### config.mk
export PLATFORM = sky130hd
export DESIGN_NAME = ram_arbiter
export DESIGN_NICKNAME = d
export VERILOG_FILES = /design/src/rtl/ram_arbiter_pkg.sv /design/src/rtl/ram_arbiter_rr_pick2.sv /design/src/rtl/ram_arbiter.sv
export SDC_FILE = /design/constraint.sdc
export NUM_CORES = 1
export LEC_CHECK = 0
export BUFFER_PORTS_ARGS = -buffer_cell sky130_fd_sc_hd__clkbuf_2
export CAP_MARGIN = 25
export CORE_MARGIN = 5
export CORE_UTILIZATION = 37
export DETAILED_ROUTE_END_ITERATION = 12
export PLACE_DENSITY = 0.79
export SLEW_MARGIN = 40
export SYNTH_ARGS = -nofsm -noshare
export SYNTH_HDL_FRONTEND = slang
export SYNTH_SLANG_ARGS = --single-unit
### constraint.sdc
create_clock -name clk -period 4.4 [get_ports clk]
set_input_delay 0.22 -clock clk [delete_from_list [all_inputs] [get_ports clk]]
set_output_delay 0.22 -clock clk [all_outputs]
set_load 0.005 [all_outputs]
### src/rtl/ram_arbiter_pkg.sv
// ram_arbiter shared types: FSM state encoding
// and port index constants.
package ram_arbiter_pkg;

  typedef enum logic [1:0] {
    IDLE = 2'd0,
    CMD  = 2'd1,
    RESP = 2'd2
  } state_e;

  localparam logic PORT_0 = 1'b0;
  localparam logic PORT_1 = 1'b1;

endpackage

### src/rtl/ram_arbiter_rr_pick2.sv
// rr_pick2: two-way round-robin pick.
// On a tie the port not granted last wins.
module rr_pick2 (
  input  logic req_0,
  input  logic req_1,
  input  logic last,
  output logic win,
  output logic any
);

  assign any = req_0 | req_1;
  assign win = (req_0 & req_1) ? ~last : req_1;

endmodule

### src/rtl/ram_arbiter.sv
// ram_arbiter: two-master round-robin sequencer
// in front of a single-port RAM with registered read.
module ram_arbiter
  import ram_arbiter_pkg::*;
#(
  parameter int DATA_WIDTH = 8,
  parameter int ADDR_WIDTH = 8
) (
  input  logic                  clk,
  input  logic                  rst,
  input  logic                  req_0,
  input  logic                  req_1,
  input  logic                  we_0,
  input  logic                  we_1,
  input  logic [ADDR_WIDTH-1:0] addr_0,
  input  logic [ADDR_WIDTH-1:0] addr_1,
  input  logic [DATA_WIDTH-1:0] wdata_0,
  input  logic [DATA_WIDTH-1:0] wdata_1,
  output logic                  gnt_0,
  output logic                  gnt_1,
  output logic                  rvalid_0,
  output logic                  rvalid_1,
  output logic [DATA_WIDTH-1:0] rdata_0,
  output logic [DATA_WIDTH-1:0] rdata_1,
  output logic                  ram_we,
  output logic [ADDR_WIDTH-1:0] ram_addr,
  output logic [DATA_WIDTH-1:0] ram_wdata,
  input  logic [DATA_WIDTH-1:0] ram_rdata
);

  state_e                state_q, state_d;
  logic                  last_q, last_d;
  logic                  we_q, we_d;
  logic [ADDR_WIDTH-1:0] addr_q, addr_d;
  logic [DATA_WIDTH-1:0] wdata_q, wdata_d;

  logic pick_win;
  logic pick_any;

  rr_pick2 u_pick (
    .req_0 (req_0),
    .req_1 (req_1),
    .last  (last_q),
    .win   (pick_win),
    .any   (pick_any)
  );

  // State, last-granted pointer and command registers
  always_ff @(posedge clk or posedge rst) begin
    if (rst) begin
      state_q <= IDLE;
      last_q  <= PORT_1;
      we_q    <= 1'b0;
      addr_q  <= '0;
      wdata_q <= '0;
    end else begin
      state_q <= state_d;
      last_q  <= last_d;
      we_q    <= we_d;
      addr_q  <= addr_d;
      wdata_q <= wdata_d;
    end
  end

  // Next state; the winner's command is latched on entry to CMD
  always_comb begin
    state_d = state_q;
    last_d  = last_q;
    we_d    = we_q;
    addr_d  = addr_q;
    wdata_d = wdata_q;
    unique case (state_q)
      IDLE: begin
        if (pick_any) begin
          state_d = CMD;
          last_d  = pick_win;
          we_d    = pick_win ? we_1 : we_0;
          addr_d  = pick_win ? addr_1 : addr_0;
          wdata_d = pick_win ? wdata_1 : wdata_0;
        end
      end
      CMD:     state_d = we_q ? IDLE : RESP;
      RESP:    state_d = IDLE;
      default: state_d = IDLE;
    endcase
  end

  // Strobes decoded from registered state only
  always_comb begin
    gnt_0    = (state_q == CMD) && (last_q == PORT_0);
    gnt_1    = (state_q == CMD) && (last_q == PORT_1);
    rvalid_0 = (state_q == RESP) && (last_q == PORT_0);
    rvalid_1 = (state_q == RESP) && (last_q == PORT_1);
    ram_we   = (state_q == CMD) && we_q;
  end

  assign ram_addr  = addr_q;
  assign ram_wdata = wdata_q;
  assign rdata_0   = ram_rdata;
  assign rdata_1   = ram_rdata;

endmodule

==> results of run 1 <==
-- layout make-up --
| type | instances | area, sq um | area share [%] |
|---|---|---|---|
| timing repair buffer | 60 | 312 | 21.7 |
| multi-input combinational | 45 | 517 | 36.1 |
| clock buffer | 4 | 36.3 | 2.53 |
| inverter | 3 | 11.3 | 0.786 |
| sequential | 20 | 502 | 35.0 |
| tap | 44 | 55.1 | 3.84 |
-- cell families after synthesis --
logic type	after synthesis	synth area share, %
AO/OA/AOI/OAI	1	0.842
flip-flops	20	42.2
multiplexers	35	37.9
buffers and inverters	22	14.3
AND/OR/NAND/NOR	9	4.74
-- sequential cells by signal, indices dropped and copies added, names as in the netlist --
register,cells
last_q,1
ram_addr,8
ram_wdata,8
state_q,2
we_q,1
-- placed cells by master (no fill, tap or decap) --
cell type       n
inv_1           2
clkbuf_2       58
mux2_4         16
dfrtp_1        19
nor2_1          5
nor3_4          1
dfstp_2         1
a21bo_2         1
nand2b_1        1
mux2i_1         3
inv_2           1
clkbuf_4        3
buf_6           1
clkbuf_8        1
mux2_2         16
nor3b_1         2
dlygate4sd3_1   1
-- per-stage QoR --
stage | total power [W] | area (sq um)
after detailed placement | 0.000762 | 1390
after global routing | 0.000924 | 1430
after global placement | 0.000737 | 1380
final | 0.000856 | 1430
after CTS | 0.000874 | 1420
after floorplan | 0.000627 | 1190
-- Yosys cell counts --
cell / count / area, sq um
dfrtp_1: 19 / 475
buf_4: 17 / 128
mux2_2: 16 / 180
mux2_4: 16 / 240
nor2_1: 5 / 18.8
inv_1: 3 / 11.3
mux2i_1: 3 / 30.0
nor3b_1: 2 / 15.0
a21bo_1: 1 / 10.0
buf_12: 1 / 20.0
buf_6: 1 / 11.3
dfstp_2: 1 / 26.3
nand2b_1: 1 / 6.26
nor3_4: 1 / 16.3
-- metal layers --
metal / share of wire [%] / wire, microns / vias up
li1: - / - / 369
met1: 40 / 902 / 351
met2: 45 / 1020 / 49
met3: 13 / 301 / 6
met4: 0.89 / 20 / 0
met5: 0 / 0 / -
-- report_power, final --
part / internal, W / switching, W / leakage, nW
Sequential: 0.000282 / 0.0000597 / 0.234
Clock: 0.0000504 / 0.0000557 / 0.0210
Combinational: 0.000253 / 0.000155 / 0.501
Total: 0.000585 / 0.000270 / 0.756
-- timing repair --
| action | 4_1_cts | 5_1_grt |
|---|---|---|
| endpoints found under the setup margin | 0 | 0 |
| hold buffers | 0 | 1 |
| endpoints found under the hold margin | 0 | 19 |
-- worst min path at each step --
stage                                          to  depth (start not counted)
final                            we_q$_DFFE_PP0P_                          3
after global routing             we_q$_DFFE_PP0P_                          3
after CTS                 ram_addr[2]$_DFFE_PP0P_                          2
after detailed placement  ram_addr[2]$_DFFE_PP0P_                          2
after global placement           we_q$_DFFE_PP0P_                          2
after floorplan           ram_addr[0]$_DFFE_PP0P_                          1
-- worst max-delay path, stage by stage (launching register included) --
cell and delay [ns]:
dfstp_2 0.58, a21bo_2 0.48, mux2_2 0.39, mux2_2 0.25
==> results.md, run 1 <==
- The portion of the post-synthesis area used by sequential elements is between 40% and 50%.
- The cell count after synthesis came out at 87.
- The maximum operating frequency is 0.552 GHz.
- Row generation in the floorplan step produced 20 rows.
- In the post-route analysis, the smallest setup slack over all paths is between 2 and 3 ns.
- After clock tree synthesis, the clock-pin slew on the worst setup and hold paths is around 0.12 ns.
- The core utilization of the finished layout is between 40% and 50%.
- In this run, post-CTS repair resized a total of 0 instances.
- After detailed routing, the average wire length per cell comes to around 13 microns.
- Excluding fillers, the count of instances in the completed layout stands at ~180.
- At the worst endpoint, the arrival time is 2.00 ns.
- The initial antenna violation count is 0.
- Measured against its own limit, the worst slew margin works out to between 60% and 70%.
- The number of max-slew violations in the final report is 0.
- The global routing's busiest layer is met2.
- The layout has between 200 and 300 filler cells.
- The met2 track demand over resource in global routing is between 10% and 20%.
- The worst setup path is launched from a register.
- The first global-routing pass estimated between 3000 and 4000 microns of wire.
- The capture point of the worst path is ram_addr[6]$_DFFE_PP0P_.
- The number of different library cells in the post-synthesis netlist is 14.
- The worst-path maximum fanout is 18.
- For the worst-skew pair, the clock arrives at the later sink with an insertion delay of approximately 0.30 ns.
- The number of port buffers is 58.
- The worst reg-to-reg setup slack is ~2.6 ns.
- For this run, the post-layout net count is roughly 180.
- The violation count after the first detailed-routing iteration is 2.
- The cell area power density is between 500 and 600 nW/um^2.
- The final weighted congestion of routability-driven global placement is ~0.62.
- The number of maximum-capacitance violations is 0.
- The initial utilization of the core area, before any placement, comes to slightly below 40%.
- From bottom edge to top edge, the die measures ~67 microns.
- For this run, design rule violations remaining after detail routing come to 0.
- The worst register-to-register path has a depth of 3.
- In this run the most critical hold path is launched from we_0.
- On the final layout, the worst hold slack is 0.207 ns.
- The worst min-delay path category is input port to register.
- In this run the critical register-to-register path is captured at ram_addr[6]$_DFFE_PP0P_.
- The critical path starts at last_q$_DFFE_PP1P_.
- Using the TritonRoute via totals, the vias-per-cell ratio works out to 4.40.
- The area of the core is just over 3000 sq um.
- Post-CTS timing repair inserted 0 buffers for setup.
- The clock period could shrink to about 1.8 ns.
- The area added between synthesis and finish is 20.5%.
- The antenna diode instance count is 0.
- The count of warnings emitted by yosys is 0.
- Buffers inserted during clock tree synthesis total 3.
- For this run, the total global-route usage over all layers was measured as 10.6%.
- At the pin with the least slew margin, the transition time is roughly 0.54 ns.
- STA puts the critical path data required time at approximately 4.6 ns.
- Counting along the longest clock path gives a buffer depth of 2.
- The total setup violations reported at the end of the flow is 0.
- The worst-case clock skew is roughly 0.0078 ns.
- The die outline width is roughly 67 microns.
- The type of destination of the critical path is a register.
- The placed cell count is around 170.
- The total standard cell area after synthesis is 1190 sq um.
- For this design the static power due to leakage is 0.756 nW.
- The global-route track usage on met1 is about 12%.
- During I/O placement, the number of pins put on the boundary was slightly above 80.
- The count of final hold-check violations came to 0.
- The count of nets left with antenna violations once routing finished came out at 0.
- The TritonCTS clock tree is built.
- The number of global-route vias before repair is between 800 and 900.
- The CTS H-tree depth is 1.
- Dividing the final minimum period by the clock period gives 41.2%.
- Prior to clock tree synthesis, the placed netlist has a worst setup slack of between 2 and 2.5 ns.
- The sink count of the clock tree is 20.
- Entering global routing, the biggest net connects 21 pins.
- IR analysis of the VDD net gives a maximum drop of a little under 0.3 mV.
- The clock tree root buffer cell is clkbuf_4.
- The critical register-to-register path startpoint is last_q$_DFFE_PP1P_.
- The net count of the mapped netlist is around 130.
- The run finished with clean final reports.
- The synthesized area per cell is around 14 sq um.
- In the final timing run, aggregate negative setup slack is 0 ns.
- The HPWL after detailed placement is approximately 1800 microns.
- The die covers around 4400 sq um.
- Global routing consumed, on the met3 layer, under 10% of the routing resources.
- The total number of vias is ~780.
- After global routing the overflow that remains totals 0.
- The classification of the worst setup path is register to register.
- The number of synthesized register bits is 20.
- Setup repair after global routing left no endpoint under its margin.
- The wire length reported by the detailed router is 2240 microns.
- Before antenna repair, the detailed router went through 2 iterations.
- The share of final-layout standard cells stronger than drive strength 1 is between 70 and 80%.
Note: power is estimated with default switching activity, not from simulation.
==> run 2, diff against run 1 <==
Settings changed: ABC_AREA set to 1, PLACE_DENSITY 0.79 to 0.77.
Clock period 4.4 ns to 1.9 ns, I/O delays scaled along.
==> run 2 against run 1 <==
Critical path depth stayed put. Design area is 6.3% higher. Combinational power is 120% higher. Critical path type is now register to output port. Clock skew is 0.0073 ns higher. Sequential power is 130% higher. Hold slack worse by 0.14 ns. First-iteration DRC count grew to 17 times the previous value. Global-route usage is 2.0 points higher. Total power is 140% higher. Core utilization is 1.3 points lower. Largest power group unchanged. Sequential share of layout area is 2.1 points lower.
==> results.md, run 2 <==
- The net count of the mapped netlist is between 200 and 250.
- The number of buffers added by the clock tree synthesis step is 3.
- Entering global routing, the biggest net connects 22 pins.
- The worst path in the final design needs a cycle of around 1.4 ns, including I/O delays and setup.
- The first global-routing pass estimated between 5000 and 6000 microns of wire.
- The total setup violations reported at the end of the flow is 0.
- 0 antenna diodes ended up in the layout.
- For this run, the top clock speed supported by timing is approximately 0.73 GHz.
- The critical path goes through inv_1, nor3_1, clkbuf_2.
- The dominant cell by count in the synthesized netlist is nand2_1.
- The number of global-route vias before repair came to roughly 1.2k.
- The total number of vias is ~1.2k.
- The count of final hold-check violations was 0.
- The critical register-to-register path startpoint is last_q$_DFFE_PP1P_.
- The share of flip-flops with an asynchronous set or reset after synthesis is 100%.
- The worst hold path passes through 5 cells.
- For this design the static power due to leakage is between 0.9 and 1 nW.
- The clock reaches the later pin of the worst-skew pair after between 0.3 and 0.4 ns.
- The destination of the worst hold path is ram_addr[3]$_DFFE_PP0P_.
- The initial antenna violation count is 0.
- The normalized max-slew margin is a little over two thirds.
- The number of design rule violations left after detail routing is 0.
- The area added between synthesis and finish is 17.2%.
- For the pin with the worst max-slew slack, the measured transition is ~0.44 ns.
- The count of buffers added on input and output ports is 58.
- The wire length reported by the detailed router is 2860 microns.
- The row count is 21.
- Once the clock tree was built, the resizer swapped 0 gates to a different size.
- Synthesis handed over a netlist of 183 instances.
- The most frequently used flop master after synthesis is dfrtp_1.
- The terminus of the critical flop-to-flop path is ram_addr[6]$_DFFE_PP0P_.
- The violation count after the first detailed-routing iteration is 34.
- The top-level I/O count is 83.
- The cell area power density is between 1000 and 1500 nW/um^2.
- Setup slack on the worst reg-to-reg path comes out at between 0.5 and 0.6 ns.
- After detailed routing, the average wire length per cell comes to 10.6 microns.
- In this design, the stage delay of the slowest critical-path cell is 0.58 ns.
- The pre-antenna-repair detailed-routing pass consisted of 4 iterations.
- The CTS H-tree depth is 1.
- The slowest stage cell on the critical path is dfstp_2.
- STA puts the critical path data required time at around 1.8 ns.
- The worst hold path begins at addr_0[3].
- After synthesis, the netlist uses 16 different library cells.
- The cell taking the most area after synthesis is dfrtp_1.
- The logic depth of the worst register-to-register path is 5.
- The clock tree root buffer cell is clkbuf_4.
- In this run, synthesis inferred 0 flip-flops with an integrated enable.
- The critical path in this run is classified as register to output port.
- The worst hold path belongs to the class input port to register.
- The clock passes through at most 2 buffers.
- The number of max-slew violations in the final report is 0.
- The die outline width is approximately 69 microns.
- Detailed placement finished with a half-perimeter wire length of roughly 2200 microns.
- Yosys attributes the largest share of cell area to dfrtp_1 (37%), nand2_1 (16%), nand3_1 (13%).
- The launching element type of the critical path is a register.
- In the layout the commonest cells are clkbuf_2 (58), nand2_1 (54), inv_1 (39), nand3_1 (34), dfrtp_1 (19).
- The worst endpoint data arrival time is about 1.3 ns.
- Leaving out fill and tap cells, the most frequent cell in the layout is clkbuf_2.
- The share of synthesized area in the top cell type comes to between 30% and 40%.
- The worst setup path is captured at an output port.
- Across the run, the number of max-cap violations was 0.
- The share of final-layout standard cells stronger than drive strength 1 is ~31%.
- The area of combinational cells with multiple inputs is roughly 450 sq um.
- The core region is about 3400 sq um.
- The floorplan step defined a die boundary enclosing ~4800 sq um.
- The synthesized design contains 20 register bits.
- Setup repair after global routing left no endpoint under its margin.
- The clock drives 20 sinks.
- The total overflow left after global routing is 0.
- After detailed placement, the total cell area comes to roughly 1500 sq um.
- The share of the clock period used by the worst path is 72.0%.
- The portion of the post-synthesis area used by sequential elements is 38.6%.
- For this configuration, the core starts out at a cell density of roughly 39%.
- The number of fill cells is between 300 and 400.
- The TritonCTS clock tree is built.
- By count the netlist is led by nand2_1 (54), inv_1 (40), nand3_1 (34).
- The count of warnings emitted by yosys is 0.
- The finished cells cover approximately 1500 sq um.
- The flow ran to the end, and the final reports show no timing, DRC or antenna violations.
- After synthesis the cells add up to ~1300 sq um.
- The count of nets left with antenna violations once routing finished came out at 0.
- The worst-path maximum fanout is 4.
- Clock-pin slew was measured on the worst setup and hold paths at between 0.1 and 0.15 ns.
- Summing all flip-flop and latch instances after layout gives about 500 sq um.
- The die boundary height is between 60 and 70 microns.
- The post-layout net count is 270.
- The final weighted congestion of routability-driven global placement is about 0.73.
- The synthesized area per cell is slightly above 7 sq um.
- Using the TritonRoute via totals, the vias-per-cell ratio works out to between 4 and 5.
- The sum of negative setup slack is 0 ns.
- Global routing used 12.6% of the available tracks.
- The worst-case clock skew is between 0.015 and 0.02 ns.
- VDD sags by at most 0.457 mV.
run 2: cell count changes in the layout (fill, tap and decap cells not counted), moves of 2 or more:
| cell | change |
|---|---|
| inv_1 | +37 |
| mux2_2 | -16 |
| mux2_4 | -16 |
| mux2i_1 | -3 |
| nand2_1 | +54 |
| nand3_1 | +34 |
| nor3_1 | +2 |
| nor3b_1 | -2 |
run 2: final cells by class:
| cell class | instances | share of cell area [%] |
|---|---|---|
| Inverter | 41 | 10.4 |
| Sequential cell | 20 | 32.9 |
| Clock inverter | 1 | 1.97 |
| Tap cell | 46 | 3.78 |
| Multi-Input combinational cell | 99 | 29.7 |
| Clock buffer | 3 | 1.48 |
| Timing Repair Buffer | 59 | 19.7 |
run 2: kinds of logic (layout without fill, tap and decap cells):
| family | after synthesis | in the layout | share of synthesized area (%) |
|---|---|---|---|
| AO/OA/AOI/OAI | 1 | 1 | 0.385 |
| flip-flops | 20 | 20 | 38.6 |
| buffers and inverters | 64 | 104 | 26.6 |
| AND/OR/NAND/NOR | 98 | 98 | 34.4 |
run 2: timing repair:
action | CTS | global route
endpoints found under the setup margin | 0 | 0
endpoints found under the hold margin | 19 | 0
hold buffers | 1 | 0
setup buffers | 0 | 0
run 2: worst max path at each step:
stage	startpoint	end	slack [ns]	depth (start not counted)
after floorplan	last_q$_DFFE_PP1P_	ram_addr[0]$_DFFE_PP0P_	0.76	6
after global placement	last_q$_DFFE_PP1P_	ram_addr[5]$_DFFE_PP0P_	0.58	5
after detailed placement	last_q$_DFFE_PP1P_	ram_addr[1]$_DFFE_PP0P_	0.56	5
after CTS	last_q$_DFFE_PP1P_	rvalid_1	0.52	3
after global routing	last_q$_DFFE_PP1P_	ram_wdata[7]$_DFFE_PP0P_	0.39	5
final	last_q$_DFFE_PP1P_	rvalid_1	0.53	3
run 2: where the power goes:
group	leakage (nW)	total [W]	internal, W	switching, W
sequential	0.241	0.000772	0.000650	0.000121
clock	0.0279	0.000351	0.000213	0.000138
combinational	0.714	0.000911	0.000364	0.000547
run 2: worst max-delay path: cells and delay by family, from the launching register on:
kind,cells,cell delay (ns)
DFF,1,0.58
buffers and inverters,2,0.21
and+or+nand+nor,1,0.17
run 2: layer usage:
metal  part of all wire (%)  global-route usage [%]  vias to the layer above  routed length, microns
met2                     52                    21.3                       33                    1480
met4                   0.38                    4.34                        0                      11
met1                     43                    16.1                      509                    1230
met5                      0                       0                        -                       0
li1                       -                       -                      606                       -
met3                    5.1                    2.46                        2                     145
run 2: per-stage QoR:
step                      hold WS [ns]  power, W  setup WS, ns  utilization, %  std cells
after floorplan                 0.0581   0.00145         0.761               -        183
after global placement           0.190   0.00169         0.580            43.4        264
after detailed placement         0.190   0.00171         0.561            43.4        264
after CTS                       0.0596   0.00207         0.522            45.3        269
after global routing            0.0859   0.00223         0.390            45.3        269
final                           0.0669   0.00203         0.532            45.3        269
==> run 3, diff against run 2 <==
Settings changed: ABC_AREA 1 to 0, PLACE_DENSITY 0.77 to 0.82.
Clock period 1.9 ns to 1.1 ns, I/O delays scaled along.
==> run 3 against run 2 <==
Largest cell class is now multi-input gates. The run now ends with setup timing left. Hold slack worse by 0.0084 ns. Largest power group unchanged. Global-route usage is 1.9 points higher. Via count is 26% lower. Clock-buffer cell count is 1 higher. Sequential power is 77% higher.
==> results.md, run 3 (synthesized netlist as in run 1, its figures left out) <==
- Leaving out fill and tap cells, the most frequent cell in the layout is clkbuf_2.
- Setup violations remaining at the end of the flow were counted as 23.
- The area growth from synthesis to layout is 39.8%.
- Detailed placement ended at an HPWL of ~2300 microns.
- The number of global-route vias before repair is roughly 990.
- The worst setup timing slack at the placement stage is -0.460 ns.
- The die is ~67 microns tall.
- At the end of the flow, the number of nets in the layout was ~190.
- The row count is 20.
- STA classifies the critical path startpoint as a register.
- From left edge to right edge, the die measures roughly 67 microns.
- The maximum VDD drop is roughly 1.3 mV.
- The clock latency of the later-clocked register in the worst-skew pair is slightly below 0.3 ns.
- The clock passes through at most 2 buffers.
- TritonCTS built the clock tree.
- The pin slew with the least headroom to its limit is 0.287 ns.
- In this run the static leakage power is between 0.9 and 1 nW.
- In the global route stage, overall resource usage came out at ~15%.
- Setup repair after global routing could not meet its margin everywhere.
- After the flow finishes, the layout carries non-filler instances totaling 191.
- The number of max-slew violations in the final report is 0.
- The final reports fail on setup timing.
- The shortest period the worst path allows is 1.53 ns.
- In the layout the commonest cells are clkbuf_2 (55), mux2_4 (32), dfrtp_1 (19), buf_4 (7), buf_6 (7).
- In the final layout, the share of cells above drive strength 1 is between 80 and 90%.
- Setup slack on the worst reg-to-reg path comes out at -0.43 ns.
- The finished layout cell area is around 1700 sq um.
- The run finished, with violations left.
- The cell area after placement is 1450 sq um.
- The wire length reported by the detailed router is around 3000 microns.
- The first global-routing pass estimated ~4800 microns of wire.
- The number of design rule violations left after detail routing is 0.
- Before antenna repair, the detailed router went through 2 iterations.
- The cell sitting at the root of the clock tree is a clkbuf_4.
- STA puts the critical path data required time at ~1.3 ns.
- The classification of the worst setup path is register to register.
- The tool flagged a number of max-cap violations equal to 0.
- The largest net degree at the start of global routing is 12.
- The worst-case clock skew is ~0.0019 ns.
- The overall overflow remaining after global route is 0.
- The count of final hold-check violations is 0.
- The worst min-delay path category is input port to register.
- The total number of vias is roughly 850.
- Final hold analysis gives a worst-case slack of between 0.05 and 0.06 ns.
- The number of antenna-violating nets in the routed design is 0.
- The initial core utilization is between 30% and 40%.
- The worst endpoint data arrival time is approximately 1.7 ns.
- Using the TritonRoute via totals, the vias-per-cell ratio works out to between 4 and 5.
- The clock net in this run drives a total of 20 sinks.
- The maximum operating frequency is about 0.65 GHz.
- The type of destination of the critical path is a register.
- At the end of routability-driven placement, the weighted congestion stood at about 0.70.
- The setup slack of the critical path after layout is -0.427 ns.
- The number of port buffers is just under 60.
- Once placement completed, the tool counted placed cells totaling 180.
- The repair_antennas step left the layout with diodes totalling 0.
- The CTS H-tree depth is 1.
- After clock tree synthesis, the clock-pin slew on the worst setup and hold paths is roughly 0.10 ns.
- The initial antenna violation count is 0.
- After floorplanning, the core was sized to cover between 3000 and 4000 sq um.
- For this design the ratio of total power to cell area is about 2500 nW/um^2.
- The full die area is 4450 sq um.
- The violation count after the first detailed-routing iteration is 8.
- The top-level I/O count is between 80 and 90.
- Along the worst path, the maximum fanout reaches 8.
- The normalized max-slew margin is approximately 81%.
- The share of the clock period used by the worst path is 139%.
- Clock tree synthesis inserted a total of 3 buffers.
- The average routed wire per standard cell is about 16 microns.
==> run 3: cell count changes in the layout (fill, tap and decap cells not counted), sizes merged, moves of 2 or more <==
| cell | delta |
|---|---|
| inv | -38 |
| nand3 | -34 |
| clkbuf | -2 |
| nor3b | +2 |
| mux2 | +32 |
| mux2i | +3 |
| nand2 | -56 |
| buf | +19 |
==> run 3: where the power goes <==
| group | switching (W) | internal [W] |
|---|---|---|
| clock | 0.000204 | 0.000141 |
| combinational | 0.000868 | 0.00149 |
| sequential | 0.000245 | 0.00113 |
==> run 3: area by class of cell <==
cell class / count / area (sq um)
flip-flops and latches: 20 / 502
repair buffers: 75 / 457
multi-input cells: 45 / 611
clock buffers: 4 / 26.3
well taps: 44 / 55.1
inverters: 3 / 11.3
fillers: 276 / 1420
==> run 3: repair_timing <==
item / CTS / global route
gates cloned: 2 / 0
hold buffers: 1 / 0
setup buffers: 3 / 2
gates resized for setup: 31 / 8
hold endpoints to repair: 19 / 0
setup endpoints to repair: 23 / 24
pin swaps: 4 / 6
==> run 3: per-layer routing <==
| metal | up-vias | track usage [%] | share of wire [%] |
|---|---|---|---|
| met5 | - | 0 | 0 |
| met4 | 0 | 5.08 | 0.54 |
| met3 | 4 | 4.05 | 10 |
| met2 | 51 | 26.9 | 52 |
| met1 | 397 | 15.7 | 37 |
| li1 | 402 | - | - |
==> run 3: path summary, 6_finish.rpt <==
kind	start	end	depth (start not counted)
worst max-delay path	last_q$_DFFE_PP1P_	ram_addr[5]$_DFFE_PP0P_	4
worst min-delay path	we_1	we_q$_DFFE_PP0P_	3
worst max register to register	last_q$_DFFE_PP1P_	ram_addr[5]$_DFFE_PP0P_	4
worst min register to register	we_q$_DFFE_PP0P_	state_q[1]$_DFFE_PP0P_	1
max in group asynchronous	rst	last_q$_DFFE_PP1P_	4
min in group asynchronous	rst	ram_wdata[5]$_DFFE_PP0P_	3
==> run 3: worst max-delay path, cell delays in order (launching register included) <==
cell and delay, ns:
dfstp_2 0.56, a21bo_4 0.15, buf_12 0.14, mux2_4 0.31, mux2_4 0.26
==> run 3: through the flow <==
stage          util (%)  total power [W]  TNS [ns]
2_1_floorplan         -          0.00250     -7.10
4_1_cts            53.2          0.00405     -8.25
3_3_place_gp       47.1          0.00312     -6.78
5_1_grt            54.0          0.00438     -9.29
6_report           54.0          0.00408     -8.26
3_5_place_dp       47.1          0.00323     -7.37
